File: src/rtl/io_ctrl_pkg.sv
// Shared definitions for the jcscpu I/O controller: device IDs, FSM states and status bits.
// Status byte layout is only consumed when IO_CTRL_STATUS_EN is defined.
package io_ctrl_pkg;

    localparam logic [7:0] DEV_TTY    = 8'd0;
    localparam logic [7:0] DEV_SW     = 8'd1;
    localparam logic [7:0] DEV_LED    = 8'd2;
    localparam logic [7:0] DEV_STATUS = 8'd3;

    localparam int STAT_EMPTY = 0;
    localparam int STAT_FULL  = 1;
    localparam int STAT_STALL = 2;

    typedef enum logic {
        IDLE  = 1'b0,
        STALL = 1'b1
    } ioState_t;

endpackage

File: src/rtl/io_fifo.sv
// Synchronous FIFO buffering TTY output bytes; DEPTH must be a power of two.
// A push when full is dropped unless a pop happens on the same edge.
module io_fifo #(
    parameter int WIDTH = 8,
    parameter int DEPTH = 4
) (
    input  logic             CLK,
    input  logic             reset,
    input  logic             push,
    input  logic             pop,
    input  logic [WIDTH-1:0] din,
    output logic [WIDTH-1:0] dout,
    output logic             full,
    output logic             empty
);

    localparam int AW = $clog2(DEPTH);
    localparam logic [AW:0] FULL_COUNT = DEPTH[AW:0];

    logic [WIDTH-1:0] r_mem [DEPTH];
    logic [AW-1:0]    r_wrPtr;
    logic [AW-1:0]    r_rdPtr;
    logic [AW:0]      r_count;
    logic             w_doPush;
    logic             w_doPop;

    assign full     = (r_count == FULL_COUNT);
    assign empty    = (r_count == '0);
    assign w_doPop  = pop & ~empty;
    assign w_doPush = push & (~full | w_doPop);
    assign dout     = empty ? '0 : r_mem[r_rdPtr];

    always_ff @(posedge CLK) begin
        if (w_doPush) begin
            r_mem[r_wrPtr] <= din;
        end
    end

    always_ff @(posedge CLK or posedge reset) begin
        if (reset) begin
            r_wrPtr <= '0;
            r_rdPtr <= '0;
            r_count <= '0;
        end else begin
            if (w_doPush) r_wrPtr <= r_wrPtr + 1'b1;
            if (w_doPop)  r_rdPtr <= r_rdPtr + 1'b1;
            case ({w_doPush, w_doPop})
                2'b10:   r_count <= r_count + 1'b1;
                2'b01:   r_count <= r_count - 1'b1;
                default: r_count <= r_count;
            endcase
        end
    end

endmodule

File: src/rtl/io_ctrl.sv
// Sequenced I/O controller: decodes CU strobes into select/write/read, buffers TTY output and stalls when full.
// Optional build macro IO_CTRL_STATUS_EN enables the status byte on device 3.
module io_ctrl
    import io_ctrl_pkg::*;
#(
    parameter int         FIFO_DEPTH = 4,
    parameter logic [7:0] LED_RESET  = 8'h00
) (
    input  logic       CLK,
    input  logic       reset,
    input  logic       io_s,
    input  logic       io_e,
    input  logic       io_da,
    input  logic       io_io,
    input  logic [7:0] bus_in,
    output logic [7:0] bus_out,
    input  logic [7:0] sw_in,
    output logic [7:0] tty_data,
    output logic       tty_valid,
    input  logic       tty_ready,
    output logic [7:0] led_out,
    output logic       io_stall
);

    ioState_t   r_state;
    ioState_t   w_nextState;
    logic       r_ioSQ;
    logic [7:0] r_ioDev;
    logic [7:0] r_led;
    logic [7:0] r_hold;
    logic [7:0] r_swMeta;
    logic [7:0] r_swSync;

    logic       w_rise;
    logic       w_selEv;
    logic       w_wrEv;
    logic       w_ttyWr;
    logic       w_pop;
    logic       w_full;
    logic       w_empty;
    logic       w_fifoPush;
    logic [7:0] w_fifoDin;
    logic       w_holdLoad;
    logic       w_stall;
    logic [7:0] w_busOut;

    // Reads are level-sensitive on io_e, so only io_s needs an edge-detect copy.
    assign w_rise  = io_s & ~r_ioSQ;
    assign w_selEv = w_rise & io_da & io_io & (r_state == IDLE);
    assign w_wrEv  = w_rise & ~io_da & io_io & (r_state == IDLE);
    assign w_ttyWr = w_wrEv & (r_ioDev == DEV_TTY);
    assign w_pop   = ~w_empty & tty_ready;

    always_ff @(posedge CLK or posedge reset) begin
        if (reset) begin
            r_state  <= IDLE;
            r_ioSQ   <= 1'b0;
            r_ioDev  <= '0;
            r_led    <= LED_RESET;
            r_hold   <= '0;
            r_swMeta <= '0;
            r_swSync <= '0;
        end else begin
            r_state  <= w_nextState;
            r_ioSQ   <= io_s;
            r_swMeta <= sw_in;
            r_swSync <= r_swMeta;
            if (w_selEv) r_ioDev <= bus_in;
            if (w_wrEv && (r_ioDev == DEV_LED)) r_led <= bus_in;
            if (w_holdLoad) r_hold <= bus_in;
        end
    end

    always_comb begin
        w_nextState = r_state;
        case (r_state)
            IDLE:    if (w_ttyWr && w_full && !w_pop) w_nextState = STALL;
            STALL:   if (w_pop) w_nextState = IDLE;
            default: w_nextState = IDLE;
        endcase
    end

    // While stalled, the held byte refills the slot freed by the first pop.
    always_comb begin
        w_fifoPush = 1'b0;
        w_fifoDin  = bus_in;
        w_holdLoad = 1'b0;
        w_stall    = 1'b0;
        case (r_state)
            IDLE: begin
                w_fifoPush = w_ttyWr;
                w_holdLoad = w_ttyWr & w_full & ~w_pop;
            end
            STALL: begin
                w_stall    = 1'b1;
                w_fifoPush = w_pop;
                w_fifoDin  = r_hold;
            end
            default: w_stall = 1'b0;
        endcase
    end

`ifdef IO_CTRL_STATUS_EN
    logic [7:0] w_status;

    always_comb begin
        w_status             = '0;
        w_status[STAT_EMPTY] = w_empty;
        w_status[STAT_FULL]  = w_full;
        w_status[STAT_STALL] = w_stall;
    end
`endif

    always_comb begin
        w_busOut = '0;
        if (io_e && !io_da && !io_io) begin
            case (r_ioDev)
                DEV_SW:     w_busOut = r_swSync;
                DEV_LED:    w_busOut = r_led;
`ifdef IO_CTRL_STATUS_EN
                DEV_STATUS: w_busOut = w_status;
`endif
                default:    w_busOut = '0;
            endcase
        end
    end

    io_fifo #(
        .WIDTH(8),
        .DEPTH(FIFO_DEPTH)
    ) u_ttyFifo (
        .CLK  (CLK),
        .reset(reset),
        .push (w_fifoPush),
        .pop  (w_pop),
        .din  (w_fifoDin),
        .dout (tty_data),
        .full (w_full),
        .empty(w_empty)
    );

    assign tty_valid = ~w_empty;
    assign led_out   = r_led;
    assign io_stall  = w_stall;
    assign bus_out   = w_busOut;

endmodule

File: config.mk
export PLATFORM = sky130hd
export DESIGN_NAME = io_ctrl
export DESIGN_NICKNAME = d
export VERILOG_FILES = /design/src/rtl/io_ctrl_pkg.sv /design/src/rtl/io_fifo.sv /design/src/rtl/io_ctrl.sv
export SDC_FILE = /design/constraint.sdc
export NUM_CORES = 1
export LEC_CHECK = 0
export BUFFER_PORTS_ARGS = -buffer_cell sky130_fd_sc_hd__clkbuf_2
export CORE_UTILIZATION = 35
export DETAILED_ROUTE_END_ITERATION = 6
export GPL_TIMING_DRIVEN = 0
export HOLD_SLACK_MARGIN = 0.12
export MAX_ROUTING_LAYER = met4
export SLEW_MARGIN = 30
export SYNTH_ARGS = -nofsm -noshare
export SYNTH_HDL_FRONTEND = slang
export SYNTH_HIERARCHICAL = 1
export SYNTH_SLANG_ARGS = --single-unit
File: constraint.sdc
create_clock -name CLK -period 3.15 [get_ports CLK]
set_input_delay 0.315 -clock CLK [delete_from_list [all_inputs] [get_ports CLK]]
set_output_delay 0.315 -clock CLK [all_outputs]
set_load 0.05 [all_outputs]
==> flow_metrics.env <==
export IMPL_clockRootBuffer="clkbuf_8"
export IMPL_drtIter0Drc=31
export IMPL_synth_nets=246
export IMPL_crit_start="u_ttyFifo/r_count[0]$_DFFE_PP0P_"
export IMPL_cts_setup_buffers=0
export IMPL_antenna_found_initial=0
export IMPL_grt_max_degree=29
export IMPL_final_setup_viol_count=0
export IMPL_switching_power_mw=0.472
export IMPL_clk_pin_slew_worst_paths_ns=0.07
export IMPL_dpl_worst_slack_ns=0.142
export IMPL_p_leak_nw=1.74
export IMPL_min_from="bus_in[5]"
export IMPL_fin_ws_ns=0.291
export IMPL_synthTopCellsByCount="dfrtp_1, edfxtp_1, mux2_2"
export IMPL_p_clk_share_pct=33.8
export IMPL_via_count=1900
export IMPL_p_comb_share_pct=8.8
export IMPL_numClockSinks=81
export IMPL_drt_drc_violations_left=0
export IMPL_ant_nets=0
export IMPL_insertion_delay_ns=0.34
export IMPL_synth_cell_types=40
export IMPL_yosysWarnings=6
export IMPL_rsz0062_at_grt="no"
export IMPL_numCtsBuffers=9
export IMPL_via_per_inst=4.51
export IMPL_skew_ns=0.00758
export IMPL_report_final_slew_viol_count=0
export IMPL_area_growth_pct=20.9
export IMPL_gr_total_overflow=0
export IMPL_internal_power_mw=1.57
export IMPL_pin_count=49
export IMPL_nets=315
export IMPL_swShare_pct=23.1
export IMPL_cts_resized=0
export IMPL_drt_wl_total_mm=5.86
export IMPL_hpwl_mm=4.14
export IMPL_post_drt_wl_per_cell_um=13.9
export IMPL_holdWs_ns=0.265
export IMPL_path_class="reg2reg"
export IMPL_synth_edf_count=32
export IMPL_diodes=0
export IMPL_grt_pass1_wl_mm=10.0
export IMPL_place_congestion=0.694
export IMPL_yosys_area_top_type_share_pct=36.6
export IMPL_p_seq_share_pct=57.4
export IMPL_reg2reg_from="u_ttyFifo/r_count[0]$_DFFE_PP0P_"
export IMPL_clock_path_buffers=2
export IMPL_ys_top_cells_by_area="dfrtp_1, edfxtp_1, mux2_2"
export IMPL_ir_drop_mv=0.324
export IMPL_die_width_um=99.8
export IMPL_worst_slew_pin_slew_ns=0.582
export IMPL_yosysMostFrequentCell="dfrtp_1"
export IMPL_period_minus_slack_ns=2.86
export IMPL_ys_seq_area_share_pct=65.3
export IMPL_drt_first_pass_iters=4
export IMPL_numPortBuffers=48
export IMPL_hold_viol_final=0
export IMPL_cts_tree="done"
export IMPL_synth_seq_cells=81
export IMPL_status="complete, no violations"
export IMPL_synth_top_area_cell="dfrtp_1"
export IMPL_max_freq_mhz=350
export IMPL_cp_end_kind="register"
export IMPL_hold_class="in2reg"
export IMPL_power_density_mw_per_mm2=504
export IMPL_ys_async_sr_fraction_pct=60.5
export IMPL_fin_util_pct=43.8
export IMPL_maxCapViolCount=0
export IMPL_syn_inst=218
export IMPL_grt_pass1_vias=2068
export IMPL_critPathRequiredTime_ns=3.37
export IMPL_core_area_mm2=0.00924
export IMPL_netlist_area_mm2=0.00335
export IMPL_fin_crit_sh_pct=90.8
export IMPL_start_util_pct=36.3
export IMPL_syn_avg_cell_area_um2=15.4
export IMPL_yosys_most_used_dff="dfrtp_1"
export IMPL_row_count=35
export IMPL_grt_usage_pct=13.6
export IMPL_dieArea_mm2=0.00997
export IMPL_cts_max_level=3
export IMPL_drive_gt1_share_pct=39.0
export IMPL_die_h_um=99.8
export IMPL_tns_ns=0
export IMPL_crit_arrival_ns=3.08
export IMPL_slew_headroom_pct=61.2
export IMPL_worstPathMaxFanout=12
export IMPL_setup_worst_path_start_class="register"
[worst max-delay path: stages, from the launching register on]
cell	delay (ns)
dfrtp_1	0.45
or3_2	0.63
inv_1	0.10
inv_1	0.05
nand2_1	0.09
inv_1	0.09
nand2_1	0.06
o21ai_0	0.07
buf_2	0.18
nand3b_1	0.19
fa_1	0.40
nand2b_1	0.17
o211ai_1	0.18
nand3_1	0.08
[placed cells by master, fill, tap and decap left out, types with 2 or more instances in the layout]
cell type      Yosys  routed
nand2_1            6       6
ha_1               4       4
dlygate4sd3_1      0      10
clkbuf_8           0      10
edfxtp_1          32      32
xnor2_1            4       4
clkinv_1           0       2
clkbuf_2           0      48
and2_1             8       8
and2_2             4       4
or3_2              2       2
nor2_1            12      12
buf_2              3       3
a22oi_1            8       8
and4b_1            2       2
o21ai_0            2       2
mux2_2            32      32
clkbuf_1           4       5
dfrtp_1           49      49
nand3_1            2       2
nor2b_1            2       2
nand3b_1           2       2
mux4_2             8       8
inv_1             12      11
[area by class of cell]
type / count / area, um^2
fill: 859 / 5190
sequential: 81 / 2190
multi-input combinational: 116 / 1080
timing repair buffer: 59 / 360
clock buffer: 13 / 170
tap: 129 / 161
inverter: 12 / 45.0
buffer: 8 / 37.5
clock inverter: 3 / 12.5
[what timing repair did]
action,4_1_cts,5_1_grt
hold buffers,10,0
setup endpoints to repair,0,2
hold endpoints to repair,30,0
[sequential cells by signal, summed over array words and instances, names as in the netlist]
name               count
led_out                8
u_ttyFifo/r_count      3
u_ttyFifo/r_wrPtr      2
r_state                1
u_ttyFifo/r_mem       32
u_ttyFifo/r_rdPtr      2
r_hold                 8
r_ioDev                8
r_swSync               8
r_swMeta               8
r_ioSQ                 1
[worst paths after layout]
path	end	slack, ns	cells past startpoint
worst max register to register	u_ttyFifo/r_count[2]$_DFFE_PP0P_	0.29	13
worst min register to register	r_swSync[6]$_DFF_PP0_	0.35	0
worst min-delay path	led_out[5]$_DFFE_PP0P_	0.27	2
min in group asynchronous	u_ttyFifo/r_count[2]$_DFFE_PP0P_	0.46	3
max in group asynchronous	r_swMeta[3]$_DFF_PP0_	2.21	4
worst max-delay path	u_ttyFifo/r_count[2]$_DFFE_PP0P_	0.29	13
[stage by stage]
stage / total power, mW / std cells / cell area [um^2]
after CTS: 2.07 / 422 / 4060
after detailed placement: 1.37 / 396 / 3770
final: 2.04 / 421 / 4050
after floorplan: 1.31 / 218 / 3350
after global routing: 2.14 / 421 / 4050
after global placement: 1.36 / 395 / 3750
[per-layer routing]
metal | up-vias | global-route usage (%) | part of all wire [%]
met4 | 0 | 5.09 | 1.4
met3 | 10 | 2.30 | 3.9
met1 | 909 | 17.8 | 49
met2 | 60 | 21.2 | 46
met5 | - | - | 0
li1 | 921 | - | -
[kinds of logic (layout without fill, tap and decap cells)]
logic type                 count (synthesis)  in the layout  share of synthesized area [%]
and+or+nand+nor                           47             47                           8.10
muxes                                     41             41                           16.6
xor gates and xnor gates                   5              5                           1.31
buffers and inverters                     21             95                           2.58
adders and majority gates                  5              5                           2.09
DFF                                       81             81                           65.3
AOI/OAI and AO/OA                         18             18                           4.07
[power groups by stage]
stage               logic [mW]  registers (mW)  clock network (mW)
floorplan               0.0945            1.21                   0
global placement         0.163            1.19                   0
detailed placement       0.172            1.19                   0
CTS                      0.183            1.17               0.711
global route             0.199            1.18               0.757
finish                   0.180            1.17               0.690
Note: power is estimated with default switching activity, not from simulation.
